**src/rtl/axis_uart_tx_arbiter.sv**
```systemverilog
// Packet-granular round-robin arbiter in front of the shared FIFO+UART TX path.
// A granted source owns the output stream until its tlast beat is accepted, or
// until MAX_BEATS beats have passed, at which point it is forcibly released and
// pkt_overrun pulses. Arbitration costs one idle cycle between packets.
module axis_uart_tx_arbiter #(
  parameter int NUM_REQ   = 4,
  parameter int WIDTH     = 8,
  parameter int MAX_BEATS = 32
) (
  input  logic                         clk,
  input  logic                         rst,
  input  logic [NUM_REQ-1:0]           req_enable,
  input  logic [NUM_REQ*WIDTH-1:0]     s_axis_data,
  input  logic [NUM_REQ-1:0]           s_axis_valid,
  input  logic [NUM_REQ-1:0]           s_axis_last,
  output logic [NUM_REQ-1:0]           s_axis_ready,
  output logic [WIDTH-1:0]             m_axis_data,
  output logic                         m_axis_valid,
  output logic                         m_axis_last,
  input  logic                         m_axis_ready,
  output logic [$clog2(NUM_REQ)-1:0]   grant_id,
  output logic                         busy,
  output logic                         pkt_overrun
);

  localparam int GW = $clog2(NUM_REQ);
  localparam int CW = $clog2(MAX_BEATS + 1);

  localparam logic [GW-1:0] LAST_ID = GW'(NUM_REQ - 1);
  localparam logic [GW:0]   NREQ_W  = (GW + 1)'(NUM_REQ);
  localparam logic [CW-1:0] MAX_CNT = CW'(MAX_BEATS);

  typedef enum logic {
    IDLE  = 1'b0,
    GRANT = 1'b1
  } state_t;

  state_t               state, state_nxt;
  logic [GW-1:0]        rr_ptr;
  logic [CW-1:0]        beat_cnt;

  logic [NUM_REQ-1:0]   eligible;
  logic [NUM_REQ-1:0]   elig_rot;
  logic                 win_found;
  logic [GW:0]          win_ofs;
  logic [GW:0]          win_sum;
  logic [GW-1:0]        win_id;
  logic [GW-1:0]        next_ptr;
  logic                 accept;
  logic                 release_last;
  logic                 release_force;

  assign busy     = (state == GRANT);
  assign eligible = s_axis_valid & req_enable;

  // Rotate the eligible mask so bit 0 is the source at rr_ptr; the first set
  // bit is then the round-robin winner expressed as an offset from rr_ptr.
  assign elig_rot = NUM_REQ'({eligible, eligible} >> rr_ptr);

  // Priority search over the rotated mask, then map the offset back to an index.
  always_comb begin
    // NOTE: every variable gets a default before any branch, so no latch is inferred.
    win_found = 1'b0;
    win_ofs   = '0;
    for (int k = NUM_REQ - 1; k >= 0; k--) begin
      if (elig_rot[k]) begin
        win_found = 1'b1;
        win_ofs   = (GW + 1)'(k);
      end
    end
    win_sum = {1'b0, rr_ptr} + win_ofs;
    win_id  = (win_sum >= NREQ_W) ? GW'(win_sum - NREQ_W) : GW'(win_sum);
  end

  assign next_ptr      = (grant_id == LAST_ID) ? '0 : grant_id + 1'b1;
  assign accept        = busy & s_axis_valid[grant_id] & m_axis_ready;
  assign release_last  = accept & s_axis_last[grant_id];
  // A last beat arriving exactly at the limit is an ordinary end of packet.
  assign release_force = accept & ~s_axis_last[grant_id] & ((beat_cnt + 1'b1) == MAX_CNT);

  // Pass-through of the owner's stream; everything is quiet while idle.
  always_comb begin
    m_axis_data  = '0;
    m_axis_valid = 1'b0;
    m_axis_last  = 1'b0;
    s_axis_ready = '0;
    if (busy) begin
      m_axis_data            = s_axis_data[grant_id*WIDTH +: WIDTH];
      m_axis_valid           = s_axis_valid[grant_id];
      m_axis_last            = s_axis_last[grant_id];
      s_axis_ready[grant_id] = m_axis_ready;
    end
  end

  // Next-state logic: grant on any eligible source, release on last or limit.
  always_comb begin
    state_nxt = state;
    case (state)
      IDLE:    if (win_found) state_nxt = GRANT;
      GRANT:   if (release_last || release_force) state_nxt = IDLE;
      default: state_nxt = IDLE;
    endcase
  end

  // State, owner, round-robin pointer, beat counter and overrun pulse registers.
  always_ff @(posedge clk or negedge rst) begin
    if (!rst) begin
      state       <= IDLE;
      rr_ptr      <= '0;
      grant_id    <= '0;
      beat_cnt    <= '0;
      pkt_overrun <= 1'b0;
    end else begin
      // NOTE: non-blocking assignments so every register samples pre-edge values.
      state       <= state_nxt;
      pkt_overrun <= release_force;
      if (!busy && win_found) begin
        grant_id <= win_id;
      end
      if (release_last || release_force) begin
        rr_ptr   <= next_ptr;
        beat_cnt <= '0;
      end else if (accept) begin
        beat_cnt <= beat_cnt + 1'b1;
      end
    end
  end

endmodule

```
**config.mk**
```make
export PLATFORM = sky130hd
export DESIGN_NAME = axis_uart_tx_arbiter
export DESIGN_NICKNAME = d
export VERILOG_FILES = /design/src/rtl/axis_uart_tx_arbiter.sv
export SDC_FILE = /design/constraint.sdc
export NUM_CORES = 1
export LEC_CHECK = 0
export CAP_MARGIN = 20
export CORE_UTILIZATION = 42
export DETAILED_ROUTE_END_ITERATION = 10
export PLACE_DENSITY = 0.86
export SETUP_SLACK_MARGIN = 0.5
export SLEW_MARGIN = 20
export SYNTH_ARGS = -nofsm -noshare
export SYNTH_HDL_FRONTEND = slang
export SYNTH_SLANG_ARGS = --single-unit
```
**constraint.sdc**
```tcl
create_clock -name clk -period 3.5 [get_ports clk]
set_input_delay 0.875 -clock clk [delete_from_list [all_inputs] [get_ports clk]]
set_output_delay 0.875 -clock clk [all_outputs]
set_load 0.1 [all_outputs]
```
## Word level (Yosys, flattened, before mapping)

Index checks and enable logic that the tools add are counted.

| word-level totals | value |
|---|---|
| flip-flop bits (word level) | 12 |
| input port bits | 47 |
| word-level logic and storage cells | 55 |

| operators by class | value |
|---|---|
| add/sub/neg operators | 4 |
| magnitude comparators | 3 |
| equality and inequality tests | 2 |
| shift operators | 2 |
| mux-type cells | 25 |
| bitwise gates (word level) | 9 |
| reduce and logical (&&, ||, !) cells | 5 |

Operators by type and width:

| cell | count |
|---|---|
| $shiftx A32 B6 Y8 | 1 |
| $mux W6 | 2 |
| $mux W1 | 11 |
| $and A4 B4 Y4 | 2 |
| $mux W2 | 4 |
| $mux W8 | 1 |
| $shr A8 B2 Y4 | 1 |
| $add A6 B1 Y6 const B | 1 |
| $eq A6 B6 Y1 const B | 1 |
| $mux W3 | 2 |
| $and A1 B1 Y1 | 5 |
| $bmux W1 S2 | 2 |
| $mux W4 | 1 |
| $add A2 B3 Y3 | 1 |
| $ge A3 B3 Y1 const B | 1 |
| $lt A2 B3 Y1 const B | 1 |
| $add A2 B1 Y2 const B | 1 |
| $demux W1 S2 | 1 |
| $eq A2 B2 Y1 const B | 1 |
| $ge A2 B1 Y1 const B | 1 |
| $logic_and A1 B1 Y1 | 2 |
| $not A1 Y1 | 2 |
| $pmux W1 S2 | 1 |
| $reduce_bool A2 Y1 | 1 |
| other kinds (3) | 3 |

## Longest topological paths before layout

| logic depth | value |
|---|---|
| depth after elaboration | 9 |
| mapped depth | 9 |

## Worst setup path after synthesis

No wires, ideal clock.

| path | value |
|---|---|
| kind | register to output |
| start | register grant_id[0] |
| end | output m_axis_last |
| arrival | 2,761 ps |
| slack | -136 ps |
| stages on the path, launching flop included | 4 |
| buffers on the path | 0 |
| cell sequence | dfrtp_1 -> mux4_2 -> inv_2 -> nor2_1 |

| between the ends | value |
|---|---|
| longest elaborated chain between the ends | 3 |

Ends and longest elaborated chain:

| item | RTL line | text |
|---|---|---|
| start, declared | 21 | `output logic [$clog2(NUM_REQ)-1:0] grant_id,` |
| start signal, assigned | 118 | `grant_id <= win_id;` |
| $bmux W1 S2 | 90 | `m_axis_last = s_axis_last[grant_id];` |
| $mux W1 (not written as such) | 90 |  |
| $mux W1 | 87 | `if (busy) begin` |
| end, declared | 19 | `output logic m_axis_last,` |

No other way between the ends. The select of a mux whose other input is x is not followed.

## Final worst setup path

| path | value |
|---|---|
| start | input s_axis_data[19] |
| end | output m_axis_data[3] |

| between the ends | value |
|---|---|
| longest elaborated chain between the ends | 2 |

Ends and longest elaborated chain:

| item | RTL line | text |
|---|---|---|
| start, declared | 13 | `input logic [NUM_REQ*WIDTH-1:0] s_axis_data,` |
| $shiftx A32 B6 Y8 | 88 | `m_axis_data = s_axis_data[grant_id*WIDTH +: WIDTH];` |
| $mux W8 | 87 |  |
| end, declared | 17 | `output logic [WIDTH-1:0] m_axis_data,` |

No other way between the ends.

==> summary.txt <==
Placement
  • IO Port Bufs: 64
  • Detailed Place HPWL: around 3000 µm
  • Worst slack, placed: between 300 and 400 ps
  • Area post-placement: 1980 µm²
  • Routability congestion estimate: 0.808

Critical path
  • Worst-path cell with the longest stage delay: mux4_2
  • Worst path buffer plus inverter count: 2
  • Largest fanout on the critical path: 1
  • WS Path Type: in2out
  • Worst Path Required: 2620 ps
  • Startpoint class of the critical path: primary input
  • FF-to-FF Start: beat_cnt[0]
  • Setup crit end: m_axis_data[3]
  • RR Endpoint: rr_ptr[0]
  • Cell family with most CP delay: buffers and inverters
  • Crit. Startpoint: s_axis_data[19]
  • Worst EP arrival: 2130 ps
  • Critical Path Max Stage Delay: roughly 490 ps
  • Reg-to-reg slack, setup: between 1000 and 1500 ps
  • Critical path cell sequence: clkdlybuf4s50_1 -> mux4_2 -> and2_4 -> buf_12
  • Reg2Reg Depth: 6
  • Crit. End Element: output pin
  • WP depth: 4

Synth
  • Synth area leader: dfrtp_1
  • Post-Synthesis Cells: 125
  • Fraction of registers with async set/reset: 100%
  • Synth top area share: between 20% and 30%
  • Post-synthesis cell area: 1170 µm²
  • Post-synth EDFFs: 0
  • Post-Syn Area per Cell: about 9.4 µm²
  • Post-synthesis register bit count: 12
  • Netlist cell types: 39
  • Ys flop type: dfrtp_1
  • Synth top area cells: dfrtp_1 26%, mux4_2 19%, ha_1 7.5%
  • Yosys Warn Count: 0
  • Post-synthesis sequential area ratio: 25.6%
  • Syn nets: 179
  • Post-synth top cells: 12 x and2_1, 12 x dfrtp_1, 12 x nand2_1

Timing
  • Max Transition Viols Final: 0
  • Slew @ Worst Pin: between 600 and 700 ps
  • Clk_skew: ~8.7 ps
  • Final min period: ~3000 ps
  • Period utilization: a little under nine tenths
  • Fin. Hold Viols: 0
  • Fin worst setup slack: roughly 490 ps
  • RSZ-0062 raised after global routing: false
  • Max Clk Rate: about 330 MHz
  • Final setup viols: 0
  • Fin Setup TNS: 0 ps
  • Max_slew headroom: 54.8%

Route
  • Routed wire length per instance: about 18 µm
  • 1st-pass router iterations: 4
  • DRT iter0 DRCs: 38
  • # DRC: 0
  • Final wirelength: between 3000 and 4000 µm
  • Via count: ~1300
  • Antenna Nets Post-Route: 0
  • Via/cell ratio: about 6

Clock tree
  • CTS tree: yes
  • Clock buffer count from CTS: 3
  • CTS clk-pin slew, worst paths: about 90 ps
  • Clock buffer depth: 2
  • Clock Tree Root: clkbuf_4
  • Clk Latency, worst-skew pair: 290 ps
  • # clock sinks: 12
  • CTS HTree Levels: 1
  • Hold buffer count at cts: 0

Global routing
  • Number of global-route vias before repair: 1372
  • GRT Total Usage: between 20% and 30%
  • Largest net degree at the start of global routing: 22
  • Antenna violations before repair: 0
  • GRT overflow: 0
  • First-pass GRT wire length: between 6000 and 7000 µm

Flow run
  • Max_cap viols: 0

Outcome
  • Status: finished, final reports clean

Finish
  • Diode count: 0
  • Fraction of layout cells with a size suffix above 1: 27.6%
  • Design area: between 2000 and 2500 µm²
  • # nets final: between 200 and 250
  • Synth-to-Final Area Change: 75.2%

Floorplan
  • Die ar.: around 3000 µm²
  • # IOs: between 60 and 70
  • Starting Density: 46.0%
  • Num rows: 18
  • Core area: ~2500 µm²
  • Die Width: 54.8 µm
  • Height of the chip: ~55 µm

Hold path
  • HP Class: reg2reg

Power and ir drop
  • Max VDD drop: about 1.1 mV
  • Cell Pwr Density: just under 1000 nW/µm²
  • Pleak: between 0.8 and 0.9 nW
-- cell type report --
cell class,count,area [µm²]
clock buffers,4,36.3
fillers,156,493
inverters,5,21.3
multi-input cells,104,861
repair buffers,67,793
well taps,30,37.5
flip-flops and latches,12,303
-- power breakdown --
group	leakage, nW	switching, W	internal (W)
Sequential	0.153	0.000144	0.000180
Clock	0.0210	0.0000538	0.0000634
Combinational	0.718	0.000949	0.000629
Total	0.892	0.00115	0.000872
-- sequential cells by signal, indices dropped and copies added (netlist names) --
signal,count
pkt_overrun,1
grant_id,2
beat_cnt,6
rr_ptr,2
busy,1
-- layer usage --
metal  vias to the layer above  routed length, µm  track usage (%)  share of wire (%)
li1                        612                  -                -                  -
met1                       640               1410             30.2                 36
met2                        48               2250             57.0                 57
met3                        12                163             6.94                4.2
met4                         0                 89             12.4                2.3
met5                         -                  0                0                  0
-- through the flow --
| step | hold WS [ps] | util, % | instances | total power (W) |
|---|---|---|---|---|
| final | 596 | 80.6 | 222 | 0.00202 |
| after CTS | 587 | 80.4 | 222 | 0.00200 |
| after detailed placement | 576 | 77.8 | 215 | 0.00182 |
| after global placement | 544 | 77.8 | 215 | 0.00180 |
| after global routing | 637 | 80.6 | 222 | 0.00209 |
| after floorplan | 516 | - | 125 | 0.00130 |
-- worst reg2reg max path, delay by kind of cell (launching register included) --
family                     cells  cell delay (ps)
AOI/OAI and AO/OA              3              640
and+or+nand+nor                1              170
adders and majority gates      1              290
DFF                            1              530
muxes                          1              350
-- cell families (layout without fill, tap and decap cells) --
logic type      after synthesis  count (layout)  synth area share (%)
fa+ha+maj                     7               7                  7.48
compound gates               28              28                  16.7
flops                        12              12                  25.6
buf+inv                       9              76                  2.99
mux                          12              12                  21.2
simple gates                 57              57                  26.1
-- worst min-delay path by stage --
stage,start,end,slack (ps),depth (start not counted)
after global routing,beat_cnt[3],beat_cnt[3],640,1
after floorplan,beat_cnt[3],beat_cnt[3],520,1
final,beat_cnt[3],beat_cnt[3],600,1
after CTS,beat_cnt[3],beat_cnt[3],590,1
after detailed placement,beat_cnt[3],beat_cnt[3],580,1
after global placement,beat_cnt[5],beat_cnt[5],540,2
-- repair_timing --
action | CTS | global route
endpoints found under the setup margin | 9 | 3
buffers inserted | 3 | 0
gates resized for setup | 13 | 3
endpoints found under the hold margin | 0 | 0
-- cells in the final DEF (no fill, tap or decap), types with 2 or more instances in the layout --
master / Yosys / routed
dlygate4sd2_1: 0 / 4
buf_12: 0 / 14
dfrtp_2: 0 / 2
clkdlybuf4s50_1: 0 / 40
dlymetal6s2s_1: 0 / 2
a31oi_1: 2 / 2
mux4_2: 10 / 10
nor2_1: 7 / 6
mux2_1: 2 / 2
a21oi_1: 3 / 3
clkbuf_4: 0 / 3
ha_1: 7 / 7
nor3_1: 6 / 6
and3_1: 6 / 6
inv_1: 4 / 4
nand2_1: 12 / 12
o21ai_0: 8 / 8
and2_4: 0 / 9
nand3_1: 7 / 7
dfrtp_1: 12 / 10
buf_4: 0 / 7
and2_1: 12 / 3
Power figures use the tool's default switching activity.
